[src/rtl/vrf_seq_pkg.sv]
`default_nettype none
// ============================================================================
// Module  : vrf_seq_pkg
// Purpose : Opcodes, FSM state encoding and helpers for the vector sequencer.
// Revision: 1.0
// ============================================================================
package vrf_seq_pkg;

  localparam logic [2:0] OP_VADD  = 3'b000;
  localparam logic [2:0] OP_VSUB  = 3'b001;
  localparam logic [2:0] OP_VMOV  = 3'b010;
  localparam logic [2:0] OP_VCLR  = 3'b011;
  localparam logic [2:0] OP_VSWAP = 3'b100;

  typedef enum logic [1:0] {
    ST_IDLE = 2'd0,
    ST_EXEC = 2'd1,
    ST_WB   = 2'd2,
    ST_WB2  = 2'd3
  } state_t;

  function automatic logic op_legal(input logic [2:0] op);
    return (op <= OP_VSWAP);
  endfunction

endpackage
`default_nettype wire

[src/rtl/vrf_lane_alu.sv]
`default_nettype none
// ============================================================================
// Module  : vrf_lane_alu
// Purpose : Lane-wise 32-bit add/subtract with no carry between lanes.
// Revision: 1.0
// ============================================================================
module vrf_lane_alu #(
  parameter int LANE_W = 8
) (
  input  logic [31:0] a,
  input  logic [31:0] b,
  input  logic        sub,
  output logic [31:0] y
);

  localparam int NUM_LANES = 32 / LANE_W;

  generate
    for (genvar i = 0; i < NUM_LANES; i++) begin : g_lane
      assign y[i*LANE_W +: LANE_W] = sub ? (a[i*LANE_W +: LANE_W] - b[i*LANE_W +: LANE_W])
                                         : (a[i*LANE_W +: LANE_W] + b[i*LANE_W +: LANE_W]);
    end
  endgenerate

endmodule
`default_nettype wire

[src/rtl/vrf_seq.sv]
`default_nettype none
// ============================================================================
// Module  : vrf_seq
// Purpose : Multi-cycle vector command sequencer driving a 4-entry register file.
// Revision: 1.0
// ============================================================================
module vrf_seq
  import vrf_seq_pkg::*;
#(
  parameter int LANE_W = 8
) (
  input  logic        clock,
  input  logic        reset,
  input  logic        cmd_valid,
  output logic        cmd_ready,
  input  logic [2:0]  cmd_op,
  input  logic [1:0]  cmd_dst,
  input  logic [1:0]  cmd_src1,
  input  logic [1:0]  cmd_src2,
  output logic [1:0]  vreg1,
  output logic [1:0]  vreg2,
  input  logic [31:0] vdata1,
  input  logic [31:0] vdata2,
  output logic [1:0]  vregw,
  output logic [31:0] vdataw,
  output logic        VRFWrite,
  output logic        busy,
  output logic        done,
  output logic        err
);

  state_t      state_q, state_d;
  logic [2:0]  op_q, op_d;
  logic [1:0]  dst_q, dst_d;
  logic [1:0]  src1_q, src1_d;
  logic [1:0]  src2_q, src2_d;
  logic [31:0] res_q, res_d;
  logic [31:0] b_q, b_d;
  logic [31:0] alu_y;

  vrf_lane_alu #(.LANE_W(LANE_W)) u_alu (
    .a   (vdata1),
    .b   (vdata2),
    .sub (op_q == OP_VSUB),
    .y   (alu_y)
  );

  assign cmd_ready = (state_q == ST_IDLE) && !reset;
  assign busy      = (state_q != ST_IDLE);

  always_comb begin
    state_d  = state_q;
    op_d     = op_q;
    dst_d    = dst_q;
    src1_d   = src1_q;
    src2_d   = src2_q;
    res_d    = res_q;
    b_d      = b_q;
    vreg1    = 2'd0;
    vreg2    = 2'd0;
    vregw    = 2'd0;
    vdataw   = 32'd0;
    VRFWrite = 1'b0;
    done     = 1'b0;
    err      = 1'b0;

    case (state_q)
      ST_IDLE: begin
        if (cmd_valid && cmd_ready) begin
          op_d    = cmd_op;
          dst_d   = cmd_dst;
          src1_d  = cmd_src1;
          src2_d  = cmd_src2;
          state_d = ST_EXEC;
        end
      end
      ST_EXEC: begin
        // VSWAP reads the old dst on port 2 so both halves are captured before any write
        vreg1 = src1_q;
        vreg2 = (op_q == OP_VSWAP) ? dst_q : src2_q;
        if (!op_legal(op_q)) begin
          done    = 1'b1;
          err     = 1'b1;
          state_d = ST_IDLE;
        end else begin
          b_d = vdata2;
          case (op_q)
            OP_VADD, OP_VSUB: res_d = alu_y;
            OP_VCLR:          res_d = 32'd0;
            default:          res_d = vdata1;
          endcase
          state_d = ST_WB;
        end
      end
      ST_WB: begin
        VRFWrite = 1'b1;
        vregw    = dst_q;
        vdataw   = res_q;
        if (op_q == OP_VSWAP) begin
          state_d = ST_WB2;
        end else begin
          done    = 1'b1;
          state_d = ST_IDLE;
        end
      end
      ST_WB2: begin
        VRFWrite = 1'b1;
        vregw    = src1_q;
        vdataw   = b_q;
        done     = 1'b1;
        state_d  = ST_IDLE;
      end
      default: state_d = ST_IDLE;
    endcase

    // A reset landing mid-command must not commit a write or report retirement
    if (reset) begin
      VRFWrite = 1'b0;
      vregw    = 2'd0;
      vdataw   = 32'd0;
      done     = 1'b0;
      err      = 1'b0;
    end
  end

  always_ff @(posedge clock) begin
    if (reset) begin
      state_q <= ST_IDLE;
      op_q    <= 3'd0;
      dst_q   <= 2'd0;
      src1_q  <= 2'd0;
      src2_q  <= 2'd0;
      res_q   <= 32'd0;
      b_q     <= 32'd0;
    end else begin
      state_q <= state_d;
      op_q    <= op_d;
      dst_q   <= dst_d;
      src1_q  <= src1_d;
      src2_q  <= src2_d;
      res_q   <= res_d;
      b_q     <= b_d;
    end
  end

endmodule
`default_nettype wire
[config.mk]
export PLATFORM = sky130hd
export DESIGN_NAME = vrf_seq
export DESIGN_NICKNAME = d
export VERILOG_FILES = /design/src/rtl/vrf_seq_pkg.sv /design/src/rtl/vrf_lane_alu.sv /design/src/rtl/vrf_seq.sv
export SDC_FILE = /design/constraint.sdc
export NUM_CORES = 1
export LEC_CHECK = 0
export CAP_MARGIN = 25
export CELL_PAD_IN_SITES_DETAIL_PLACEMENT = 0
export CELL_PAD_IN_SITES_GLOBAL_PLACEMENT = 1
export CORE_ASPECT_RATIO = 0.75
export CORE_MARGIN = 8
export CORE_UTILIZATION = 50
export DETAILED_ROUTE_END_ITERATION = 8
export DONT_BUFFER_PORTS = 1
export PLACE_DENSITY = 0.85
export SLEW_MARGIN = 20
export SYNTH_ARGS = -nofsm -noshare
export SYNTH_HDL_FRONTEND = slang
export SYNTH_SLANG_ARGS = --single-unit
[constraint.sdc]
create_clock -name clock -period 4.8 [get_ports clock]
set_input_delay 0.24 -clock clock [delete_from_list [all_inputs] [get_ports clock]]
set_output_delay 0.24 -clock clock [all_outputs]
set_load 0.01 [all_outputs]
Word level (Yosys, flattened, before mapping)
Index checks and enable logic that the tools add are counted.
{"block": "classes", "n_addsub": 8, "order_cmp": 1, "n_eq_ne": 7, "n_mux": 24, "n_reduce_logical": 10}
{"cell": "case mux 32 bit (2 select lines)", "n": 2}
{"cell": "adder 8 bit", "n": 4}
{"cell": "two-way mux 32 bit", "n": 1}
{"cell": "two-way mux 8 bit", "n": 4}
{"cell": "subtractor 8 bit", "n": 4}
{"cell": "two-way mux 2 bit", "n": 7}
{"cell": "case mux 2 bit (4 select lines)", "n": 1}
{"cell": "two-way mux 1 bit", "n": 7}
{"cell": "equality test 2 bit, second input constant", "n": 2}
{"cell": "case mux 2 bit (2 select lines)", "n": 1}
{"cell": "AND reduction 2 bit", "n": 2}
{"cell": "OR reduction 2 bit", "n": 2}
{"cell": "equality test 3 x 1 -> 1 bit, second input constant", "n": 1}
{"cell": "equality test 3 x 2 -> 1 bit, second input constant", "n": 1}
{"cell": "equality test 3 bit, second input constant", "n": 1}
{"cell": "<= comparator 3 bit, second input constant", "n": 1}
{"cell": "logical NOT 3 bit", "n": 1}
{"cell": "case mux 1 bit (3 select lines)", "n": 1}
{"cell": "equality test 2 x 1 -> 1 bit, second input constant", "n": 1}
{"cell": "logical AND 1 bit", "n": 2}
{"cell": "logical NOT 2 bit", "n": 1}
{"cell": "inequality test 2 x 1 -> 1 bit, second input constant", "n": 1}
{"cell": "nonzero test 2 bit", "n": 1}
{"cell": "logical NOT 1 bit", "n": 1}
{"block": "word_totals", "ff_bits": 75, "input_bits": 76, "output_inout_bits": 43, "elab_cells": 57}

Longest topological paths before layout
{"block": "logic_depth", "depth_word": 5, "ltp_mapped": 13, "mapped_depth_nobuf": 11}

Hierarchy
From an unflattened synthesis, not the netlist that was laid out.
{"block": "hier_totals", "hier_cells": 710, "area_unflattened_um2": 5484.0}
{"module": "vrf_seq", "instances": 1, "cells_each": 479, "area_each_um2": 3788.6, "seq_area_each_um2": 1501.4}
{"module": "vrf_lane_alu", "instances": 1, "cells_each": 231, "area_each_um2": 1695.4, "seq_area_each_um2": 0.0}

Least setup slack after synthesis
Ideal clock, no wire load.
{"block": "synth_path", "path_type": "register to register", "start": "register op_q[0]", "end": "register res_q[14]", "setup_time_ps": 127, "arrival_ps": 2501, "t_required_ps": 4673, "setup_slack_ps": 2172, "stages_incl_launch_ff": 13, "n_path_buf": 3, "synth_period_minus_slack_ps": 2628, "path_cell_list": "dfxtp_1 buf_2 nor3b_2 buf_4 buf_2 nor2_1 xnor2_1 ha_1 nor2b_1 o31a_1 o21ai_0 a21oi_1 or3_1"}
{"block": "synth_between", "elab_chain_cells": 3, "elab_cells_between_ends": 8, "cone_classes": "1 x order compare; 2 x eq/ne; 2 x mux; 3 x reduce/logical"}
{"element": "start, declared", "line_no": "vrf_seq.sv:33", "text": "logic [2:0] op_q, op_d;"}
{"element": "start signal, assigned", "line_no": "vrf_seq.sv:137", "text": "op_q <= op_d;"}
{"element": "equality test 3 x 1 -> 1 bit / logical NOT 3 bit (equally long branches)", "line_no": "vrf_seq.sv:44, vrf_seq.sv:87"}
{"element": "two-way mux 8 bit / OR reduction 2 bit (equally long branches)", "line_no": "vrf_lane_alu.sv:20, vrf_seq.sv:87"}
{"element": "case mux 32 bit (2 select lines)", "line_no": "vrf_seq.sv:87", "text": "case (op_q)"}
{"element": "end signal, assigned", "line_no": "vrf_seq.sv:141", "text": "res_q <= res_d;"}
{"element": "end, declared", "line_no": "vrf_seq.sv:37", "text": "logic [31:0] res_q, res_d;"}
Several ways; a longest one is shown, not always the timed one.
A chain may end at the register's enable or synchronous reset.

Worst setup path in the final report
{"block": "layout_path", "start": "register op_q[2]", "end": "register res_q[30]"}
Same word-level chain as after synthesis.

==> impl_metrics.yaml <==
clock_network:
  cts_max_level: 3
  cts_root_buffer: "clkbuf_16"
  clock-sinks: 75
  clkLatencyLatePin_ps: 340
  cts_buffers: 9
  clk_pin_slew_ps: 60
  clock_path_buffers: 2
  cts_tree: "built"
placement:
  post-dp-hpwl_um: 11100
  dpl.cell_count: 824
  io_buffers: 0
  gp_congestion: 0.809
worst_setup_path:
  path_delay_family: "simple AND/OR/NAND/NOR gates"
  rrSetupSlack_ps: 1780
  worstPathRequired_ps: 5020
  crit_fanout: 19
  max_stage_delay_ps: 710
  worstRegToRegCells: 9
  crit_cells: 9
  cpMaxStageDelayCell: "dfxtp_1"
  critPathCaptureType: "flip-flop"
  r2r_end: "res_q[30]"
  path_cells: "nor2_1, nand2_1, o21ai_0, fa_1, nor2b_1, o31a_1, o21ai_0, and3_1, or3_1"
  rr_startpoint: "op_q[2]"
  crit_top_cell: "o21ai_0"
  cp-start-kind: "flip-flop"
  critPathBufInv: 0
  crit_type: "reg -> reg"
  critPathArrivalTime_ps: 3240
  crit_path_start: "op_q[2]"
  endpoint: "res_q[30]"
timing:
  rsz0062_at_grt: "no"
  maxSlewHeadroom_pct: 35.6
  tightest_slew_ps: 966
  setup_viol: 0
  fmax_mhz: 331
  hold_slack_ps: 15.6
  setup_tns_ps: 0
  fin_crit_sh_pct: 62.9
  maxSlewViolCount: 0
  hold_viol: 0
  finClkSkew_ps: 8.94
  finalCriticalPeriod_ps: 3020
routing:
  totalWireLength_um: 15600
  drt_iter0_markers: 233
  drc_errors: 0
  dr.pass1.iters: 4
  wl_per_cell_um: 18.5
  routed_via_density: 5.83
  num_vias: 4899
  antenna_left: 0
floorplan:
  io_pins: 119
  die_h_um: 106
  coreArea_mm2: 0.0107
  start_util_pct: 50.3
  die_area_mm2: 0.0144
  die_x_um: 136
  num_rows: 33
global_route:
  gr-total-overflow: 0
  grt_max_degree: 64
  grt_pass1_vias: 4717
  grt_use_total_pct: 21.4
  grt_pass1_wl_um: 24700
  antenna_found_initial: 0
pwr:
  p_leak_nw: 2.14
  peakVddDrop_uv: 205
  fin_total_pwr_mw: 1.97
  power.density_mw_per_mm2: 342
synthesis:
  synth.distinct_cells: 45
  synth_cells: 722
  syn-cell-area_mm2: 0.00540
  yosysTopAreaCellShare_pct: 27.8
  synthArstFlopShare_pct: 0
  synth_edf_count: 0
  ys_warn_count: 0
  syn-num-nets: 834
  ys.flop_type: "dfxtp_1"
  yosys.area.top_type: "dfxtp_1"
  yosys-top-cells-area: "dfxtp_1 (28%), ha_1 (7.4%), nor2_1 (7.2%), mux2i_1 (6.3%), nand2_1 (6.0%)"
  synth_seq_area_share_pct: 27.8
  avgSynthCellArea_um2: 7.48
  ys_ff_latch: 75
finish:
  final_cell_mix: "nor2_1 (104), nand2_1 (86), dfxtp_1 (74)"
  syn_to_final_growth_pct: 6.56
  nFillCells: 1079
  stdcell_count: 840
  drive_above_1_share_pct: 4.71
  diodes: 0
  nets: 808
  layout_commonest_cell: "nor2_1"
status:
  outcome: "complete, no violations"
hold_path:
  hold_class: "in -> reg"
run:
  cap_violations: 0
routing by layer:
layer | track usage, % | wire length, um | up-vias
met4 | 6.57 | 176 | 0
met2 | 34.6 | 7080 | 137
met1 | 26.5 | 6830 | 2291
li1 | - | - | 2456
met3 | 6.88 | 1470 | 15
met5 | 0 | 0 | -
power by group:
group	leakage, nW	switching (mW)	internal, mW
Sequential	0.614	0.0344	0.675
Combinational	1.38	0.321	0.247
Clock	0.146	0.260	0.428
through the flow:
step | worst slack (ps) | util, % | area [um2]
after floorplan | 2170 | - | 5400
after global placement | 1960 | 50.3 | 5400
after detailed placement | 1810 | 50.6 | 5430
after CTS | 1800 | 53.6 | 5750
after global routing | 1590 | 53.6 | 5750
final | 1780 | 53.6 | 5750
flip-flops by register name, indices dropped and copies added (netlist names):
signal	flops
b_q	32
res_q	32
op_q	3
dst_q	2
src1_q	2
src2_q	2
state_q	2
cell type report:
| cell class | count | area [um2] | share of cell area, % |
|---|---|---|---|
| clock buffer | 13 | 260 | 4.52 |
| clock inverter | 2 | 35.0 | 0.609 |
| inverter | 35 | 131 | 2.28 |
| multi-input combinational | 567 | 3550 | 61.7 |
| sequential | 75 | 1500 | 26.1 |
| tap | 140 | 175 | 3.04 |
| timing repair buffer | 8 | 100 | 1.74 |
worst min-delay path by stage:
| stage | startpoint | to | slack, ps | cells after the start |
|---|---|---|---|---|
| finish | cmd_dst[0] | dst_q[0] | 20 | 2 |
| global placement | reset | state_q[1] | 320 | 1 |
| floorplan | cmd_op[0] | op_q[0] | 350 | 2 |
| detailed placement | reset | b_q[2] | 320 | 1 |
| global route | cmd_src1[0] | src1_q[0] | 10 | 2 |
| CTS | cmd_dst[0] | dst_q[0] | 4 | 2 |
worst register-to-register path, cell delays in order (launching register included):
cell     delay [ps]
dfxtp_1         710
nor2_1          130
nand2_1         370
o21ai_0         260
fa_1            480
nor2b_1         170
o31a_1          160
o21ai_0         120
and3_1          200
or3_1           310
cell usage after synthesis (9+ instances only):
master	count
nand2b_1	15
inv_1	35
a21o_1	9
buf_2	19
a32oi_1	12
nor2_1	104
mux2i_1	34
xnor2_1	30
ha_1	32
nand2_1	87
dfxtp_1	75
o21ai_0	38
clkbuf_1	17
a21oi_1	63
nor3_1	26
a211oi_1	20
kinds of logic (layout without fill, tap and decap cells):
kind of cell	after synthesis	in the layout	share of synthesized area (%)
AND/OR/NAND/NOR	275	275	22.8
XOR/XNOR	36	36	5.84
multiplexers	34	34	6.30
adder cells (fa/ha/maj)	36	36	8.90
buffers and inverters	80	58	6.58
AO/OA/AOI/OAI	186	186	21.8
flip-flops	75	75	27.8
timing repair:
item	CTS	global route
gates resized for setup	0	0
endpoints found under the hold margin	63	0
setup buffers	0	0
hold buffers	1	0
(Power assumes the default switching activity.)
